--- config.mk ---
export PLATFORM = sky130hd
export DESIGN_NAME = updown_counter_bank_flat
export DESIGN_NICKNAME = d
export VERILOG_FILES = /design/src/rtl/updown_counter_bank_if.sv /design/src/rtl/updown_counter_bank.sv /design/src/flat_wrapper.sv
export SDC_FILE = /design/constraint.sdc
export NUM_CORES = 1
export LEC_CHECK = 0
export ABC_CLOCK_PERIOD_IN_PS = 3730
export BUFFER_PORTS_ARGS = -buffer_cell sky130_fd_sc_hd__buf_2
export CORE_MARGIN = 4
export CORE_UTILIZATION = 36
export CTS_BUF_LIST = sky130_fd_sc_hd__clkbuf_8
export DETAILED_ROUTE_END_ITERATION = 8
export PLACE_DENSITY_LB_ADDON = 0.1
export SYNTH_ARGS = -nofsm -noshare
export SYNTH_HDL_FRONTEND = slang
export SYNTH_SLANG_ARGS = --single-unit
--- constraint.sdc ---
create_clock -name clk -period 3.73 [get_ports clk]
set_clock_uncertainty 0.05 [all_clocks]
set_input_delay 0.1865 -clock clk [delete_from_list [all_inputs] [get_ports clk]]
set_output_delay 0.1865 -clock clk [all_outputs]
set_load 0.01 [all_outputs]
--- src/rtl/updown_counter_bank_if.sv ---
// Control and status bundle for the up/down counter bank; the bank drives
// count/flags, the user side drives the per-channel controls.
interface updown_counter_bank_if #(
    parameter int COUNT_WIDTH = 5,
    parameter int NUM_CH      = 4,
    parameter int STEP_WIDTH  = 3
);
    logic [NUM_CH-1:0]             en;
    logic [NUM_CH-1:0]             up;
    logic [NUM_CH*STEP_WIDTH-1:0]  step;
    logic [NUM_CH-1:0]             load;
    logic [NUM_CH*COUNT_WIDTH-1:0] load_val;
    logic [NUM_CH-1:0]             clr_flags;
    logic [NUM_CH*COUNT_WIDTH-1:0] count;
    logic [NUM_CH-1:0]             zero;
    logic [NUM_CH-1:0]             max;
    logic [NUM_CH-1:0]             ovf;
    logic [NUM_CH-1:0]             unf;

    modport master (
        output en, up, step, load, load_val, clr_flags,
        input  count, zero, max, ovf, unf
    );

    modport slave (
        input  en, up, step, load, load_val, clr_flags,
        output count, zero, max, ovf, unf
    );
endinterface

--- src/rtl/updown_counter_bank.sv ---
// Bank of independent up/down counters with variable step, parallel load,
// wrap-or-clamp arithmetic and sticky overflow/underflow flags per channel.
module updown_counter_bank #(
    parameter int COUNT_WIDTH = 5,
    parameter int NUM_CH      = 4,
    parameter int STEP_WIDTH  = 3,
    parameter int SATURATE    = 0
) (
    input logic clk,
    input logic rst,
    updown_counter_bank_if.slave bus
);

    localparam logic [COUNT_WIDTH-1:0] ALL_ONES = '1;
    localparam logic [COUNT_WIDTH-1:0] ALL_ZERO = '0;

    // Result MSB is the carry event; low bits are the next count, clamped if SATURATE.
    function automatic logic [COUNT_WIDTH:0] add_step(
        input logic [COUNT_WIDTH-1:0] cnt,
        input logic [STEP_WIDTH-1:0]  stp
    );
        logic [COUNT_WIDTH:0] sum;
        sum = {1'b0, cnt} + {{(COUNT_WIDTH+1-STEP_WIDTH){1'b0}}, stp};
        if (sum[COUNT_WIDTH] && (SATURATE != 0))
            sum = {1'b1, ALL_ONES};
        return sum;
    endfunction

    function automatic logic [COUNT_WIDTH:0] sub_step(
        input logic [COUNT_WIDTH-1:0] cnt,
        input logic [STEP_WIDTH-1:0]  stp
    );
        logic [COUNT_WIDTH:0] diff;
        diff = {1'b0, cnt} - {{(COUNT_WIDTH+1-STEP_WIDTH){1'b0}}, stp};
        if (diff[COUNT_WIDTH] && (SATURATE != 0))
            diff = {1'b1, ALL_ZERO};
        return diff;
    endfunction

    for (genvar i = 0; i < NUM_CH; i++) begin : g_ch
        logic [COUNT_WIDTH-1:0] count_p1;
        logic [COUNT_WIDTH-1:0] count_nxt;
        logic [STEP_WIDTH-1:0]  stp;
        logic                   ovf_p1;
        logic                   unf_p1;
        logic                   ovf_set;
        logic                   unf_set;

        assign stp = bus.step[i*STEP_WIDTH +: STEP_WIDTH];

        always_comb begin
            count_nxt = count_p1;
            ovf_set   = 1'b0;
            unf_set   = 1'b0;
            if (bus.load[i]) begin
                count_nxt = bus.load_val[i*COUNT_WIDTH +: COUNT_WIDTH];
            end else if (bus.en[i]) begin
                if (bus.up[i])
                    {ovf_set, count_nxt} = add_step(count_p1, stp);
                else
                    {unf_set, count_nxt} = sub_step(count_p1, stp);
            end
        end

        // Stage p1: registered count and sticky flags; a new event beats clr_flags.
        always_ff @(posedge clk or negedge rst) begin
            if (!rst) begin
                count_p1 <= '0;
                ovf_p1   <= 1'b0;
                unf_p1   <= 1'b0;
            end else begin
                count_p1 <= count_nxt;
                ovf_p1   <= ovf_set | (ovf_p1 & ~bus.clr_flags[i]);
                unf_p1   <= unf_set | (unf_p1 & ~bus.clr_flags[i]);
            end
        end

        assign bus.count[i*COUNT_WIDTH +: COUNT_WIDTH] = count_p1;
        assign bus.zero[i] = (count_p1 == ALL_ZERO);
        assign bus.max[i]  = (count_p1 == ALL_ONES);
        assign bus.ovf[i]  = ovf_p1;
        assign bus.unf[i]  = unf_p1;
    end

endmodule

--- src/flat_wrapper.sv ---
// flat-port wrapper written by rule: the top's interface ports become plain ports
module updown_counter_bank_flat 
#(
    parameter int COUNT_WIDTH = 5,
    parameter int NUM_CH      = 4,
    parameter int STEP_WIDTH  = 3,
    parameter int SATURATE    = 0
)
  (clk, rst, bus_en, bus_up, bus_step, bus_load, bus_load_val, bus_clr_flags, bus_count, bus_zero, bus_max, bus_ovf, bus_unf);
  updown_counter_bank_if #(.COUNT_WIDTH(COUNT_WIDTH), .NUM_CH(NUM_CH), .STEP_WIDTH(STEP_WIDTH)) bus_i ();
  input logic clk;
  input logic rst;
  input wire logic [$bits(bus_i.en)-1:0] bus_en;
  input wire logic [$bits(bus_i.up)-1:0] bus_up;
  input wire logic [$bits(bus_i.step)-1:0] bus_step;
  input wire logic [$bits(bus_i.load)-1:0] bus_load;
  input wire logic [$bits(bus_i.load_val)-1:0] bus_load_val;
  input wire logic [$bits(bus_i.clr_flags)-1:0] bus_clr_flags;
  output wire logic [$bits(bus_i.count)-1:0] bus_count;
  output wire logic [$bits(bus_i.zero)-1:0] bus_zero;
  output wire logic [$bits(bus_i.max)-1:0] bus_max;
  output wire logic [$bits(bus_i.ovf)-1:0] bus_ovf;
  output wire logic [$bits(bus_i.unf)-1:0] bus_unf;
  assign bus_i.en = bus_en;
  assign bus_i.up = bus_up;
  assign bus_i.step = bus_step;
  assign bus_i.load = bus_load;
  assign bus_i.load_val = bus_load_val;
  assign bus_i.clr_flags = bus_clr_flags;
  assign bus_count = bus_i.count;
  assign bus_zero = bus_i.zero;
  assign bus_max = bus_i.max;
  assign bus_ovf = bus_i.ovf;
  assign bus_unf = bus_i.unf;
  updown_counter_bank #(.COUNT_WIDTH(COUNT_WIDTH), .NUM_CH(NUM_CH), .STEP_WIDTH(STEP_WIDTH), .SATURATE(SATURATE)) u_core (.clk(clk), .rst(rst), .bus(bus_i));
endmodule
==> parameters.txt <==
Parameter                              Value

Drt
  1st-iter DRT viols    slightly below 50
  Antenna-violating nets left    0
  Number of vias after detailed routing    between 2000 and 2500
  Wirelength per Cell    around 14 microns
  Drt first pass iters    4
  Vias per cell    between 5 and 6
  DRC    0
  Sum of routed wire length over all layers    ~6.4 mm

STA
  Highest clock rate    around 500 MHz
  Final worst path period need    2.02 ns
  Final-layout setup total negative slack    0 ns
  Hold violation total from the final report    0
  Hold slack    just under 0.03 ns
  Slew margin rel.    between 50% and 60%
  Final-report setup violation count    0
  Final critical-path setup slack    1.71 ns
  Part of the cycle the worst path needs    between 50 and 60%
  Worst Max-Slew Pin Slew    ~0.68 ns
  Setup repair after global routing missed its margin    false
  Max-slew violation count    0

Synthesis
  Cell with the most instances after synthesis    sky130_fd_sc_hd__nor2_1
  Average size of a mapped cell    around 8.6 sq um
  Share of synthesized flip-flops with an asynchronous set or reset    100%
  Post-Synthesis Net Count    380
  Number of instances in the synthesized netlist    298
  Warnings from Yosys    0
  Compound-gate portion of the synthesized area    a little under a fifth
  Simple-Gate Fraction of Synth Area    around 25%
  Leading register cell type out of synthesis    sky130_fd_sc_hd__dfrtp_1
  Top cells by area in the synthesized netlist    sky130_fd_sc_hd__dfrtp_1 (27%), sky130_fd_sc_hd__ha_1 (12%), sky130_fd_sc_hd__fa_1 (6.2%)
  Sequential fraction of the synthesis area    27.2%
  Portion of netlist area occupied by mux cells    ~2.4%
  Top cells by instance count after synthesis    sky130_fd_sc_hd__nor2_1 (32), sky130_fd_sc_hd__dfrtp_1 (28), sky130_fd_sc_hd__o21ai_0 (26), sky130_fd_sc_hd__ha_1 (24), sky130_fd_sc_hd__inv_1 (24)
  Adder-Cell Fraction of Synth Area    17.9%
  Largest family of logic cells by synthesized area    simple AND/OR/NAND/NOR gates
  Yosys top cell area share    27.2%
  Post-synthesis instance area    about 0.0026 sq mm
  Flip-flop and latch count after synthesis    28
  Unique cell type count in the Yosys netlist    32
  Synth Area in XOR/XNOR    0%
  Number of enable-type register cells in the synthesized netlist    0
  Synth area leader    sky130_fd_sc_hd__dfrtp_1

Pwr
  Areal power density over the cells    about 310 mW/mm^2
  Leak    0.00147 uW
  Worst vdd ir    approximately 0.00014 V
  Sequential cell fraction of total power    about two fifths
  Net switching share of the total power    37.5%
  Internal    slightly below 600 uW
  Switching power summed over all nets    ~360 uW
  Part of the power in combinational logic    a little under two fifths
  Clock network power share    21.2%

Place
  Setup WS pre-CTS    1.74 ns
  Port-buffer cells    85
  Post-DP Area    ~0.003 sq mm
  Placed Cells    459
  Final HPWL from detailed placement    roughly 5 mm
  Placer's final routability congestion estimate    just under 0.8

Setup path
  Crit. End Element    flop
  Kind of start point of the critical path    flop
  Critical path fanouts, max    5
  Slack of the worst reg-to-reg path    1.71 ns
  Startpoint of the worst setup timing path    u_core.g_ch[2].count_p1[0]
  Data arrival time at the worst-slack endpoint    around 2.2 ns
  CP required    just under 4 ns
  Startpoint-to-endpoint class of the critical path    flop to flop
  Critical register-to-register path startpoint    u_core.g_ch[2].count_p1[0]

Cells and area
  Syn-to-layout area delta    18.1%
  Count of non-filler cells in the finished layout    between 400 and 500
  Fraction of layout cells with a size suffix above 1    between 20% and 30%
  Fin area    a little over 0.003 sq mm
  N_diodes    0
  Number of nets in the finished design    between 400 and 500

Die
  Die Ht    92.6 microns
  Die Width    a little over 90 microns
  Number of top-level pins    86
  Cell Rows    30
  Initial cell density of the core    37.5%
  Overall die area    between 0.008 and 0.009 sq mm
  Area of the core region    slightly below 0.007 sq mm

GRT
  Global-route congestion overflow total    0
  Initial antenna violation count    0
  Vias in the first global route    2352
  Maximum number of pins on one net before global-route repair    29
  Global router's overall resource usage    about 15%
  First-pass GRT wire length    around 11 mm

CTS
  Bufs on Longest Clock Path    2
  Clock slew seen by the registers of the worst setup and hold paths    0.11 ns
  Worst-skew pair later-pin latency    around 0.28 ns
  Total number of clock tree sinks    28
  Clock buffers created by TritonCTS    3
  Hold buffer count at cts    1
  CTS root buf    sky130_fd_sc_hd__clkbuf_8
  Number of instances resized during post-cts repair    0
  Clock tree from TritonCTS    yes
  Post CTS Setup Buffer Count    0
  H-tree lvl count    1

Worst hold path
  Hold path startpoint    bus_clr_flags[2]
  Worst min path class    input port to flop

Run status
  Result of the run    completed

Job
  Max Cap Viol    0
## per-layer routing
layer / track usage, % / routed length (microns) / up-vias
li1: - / - / 1186
met1: 22.3 / 3060 / 1133
met2: 24.9 / 3040 / 52
met3: 1.22 / 270 / 4
met4: 4.08 / 56 / 0
met5: 0 / 0 / -
## sequential cells by signal (all words and copies together), names as in the netlist
signal                flops
u_core.g_ch.count_p1     20
u_core.g_ch.ovf_p1        4
u_core.g_ch.unf_p1        4
## metrics by stage
stage | total power, uW | utilization [%]
finish | 952 | 44.3
global route | 1040 | 44.3
CTS | 970 | 44.3
detailed placement | 760 | 43.3
global placement | 760 | 43.3
floorplan | 631 | -
## area by class of cell
type	instances	area (sq um)
Multi-Input combinational cell	226	1640
Inverter	24	90.1
Timing Repair Buffer	86	435
Clock buffer	4	55.1
Tap cell	96	120
Fill cell	727	3830
Sequential cell	28	701
## cells in the final DEF (no fill, tap or decap), types with 4 or more instances in the layout
master,count
sky130_fd_sc_hd__nand3_1,12
sky130_fd_sc_hd__nor2b_1,16
sky130_fd_sc_hd__nand4_1,8
sky130_fd_sc_hd__a21o_1,4
sky130_fd_sc_hd__and2_4,4
sky130_fd_sc_hd__a221oi_1,4
sky130_fd_sc_hd__or3_1,4
sky130_fd_sc_hd__a211o_1,4
sky130_fd_sc_hd__o21ba_2,4
sky130_fd_sc_hd__mux2i_1,4
sky130_fd_sc_hd__inv_1,24
sky130_fd_sc_hd__nor4b_1,4
sky130_fd_sc_hd__nand2b_1,12
sky130_fd_sc_hd__dfrtp_1,28
sky130_fd_sc_hd__a311oi_1,8
sky130_fd_sc_hd__nor3b_1,4
sky130_fd_sc_hd__nor2_1,32
sky130_fd_sc_hd__a21oi_1,4
sky130_fd_sc_hd__o21ai_0,26
sky130_fd_sc_hd__buf_2,85
sky130_fd_sc_hd__o32ai_1,4
sky130_fd_sc_hd__ha_1,24
sky130_fd_sc_hd__nand2_1,22
sky130_fd_sc_hd__fa_1,8
sky130_fd_sc_hd__clkbuf_8,4
sky130_fd_sc_hd__or4_1,4
sky130_fd_sc_hd__o2111ai_1,4
## logic make-up (layout without fill, tap and decap cells)
logic type,after synthesis,in the layout
compound gates,66,66
buf+inv,44,114
mux,6,6
flops,28,28
fa+ha+maj,32,32
simple gates,122,122
## power by group through the flow
stage,logic (uW),registers (uW),clock network (uW)
after floorplan,228,403,0
after global placement,354,405,0
after detailed placement,353,406,0
after CTS,356,400,214
after global routing,403,410,227
final,351,400,202
## critical path, cell delays in order (launching register included)
cell and delay [ns]:
sky130_fd_sc_hd__dfrtp_1 0.43, sky130_fd_sc_hd__ha_1 0.23, sky130_fd_sc_hd__fa_1 0.38, sky130_fd_sc_hd__and2_4 0.17, sky130_fd_sc_hd__or3_1 0.30, sky130_fd_sc_hd__a311oi_1 0.28, sky130_fd_sc_hd__a21o_1 0.11
## worst paths after layout
path	endpoint	depth (start not counted)
max in group asynchronous	u_core.g_ch[1].count_p1[3]	2
hold reg to reg	u_core.g_ch[1].unf_p1	2
setup / recovery	u_core.g_ch[2].count_p1[2]	6
setup reg to reg	u_core.g_ch[2].count_p1[2]	6
hold / removal	u_core.g_ch[2].ovf_p1	2
min in group asynchronous	u_core.g_ch[0].count_p1[0]	2
No activity file was read; power rests on OpenSTA's default activity.
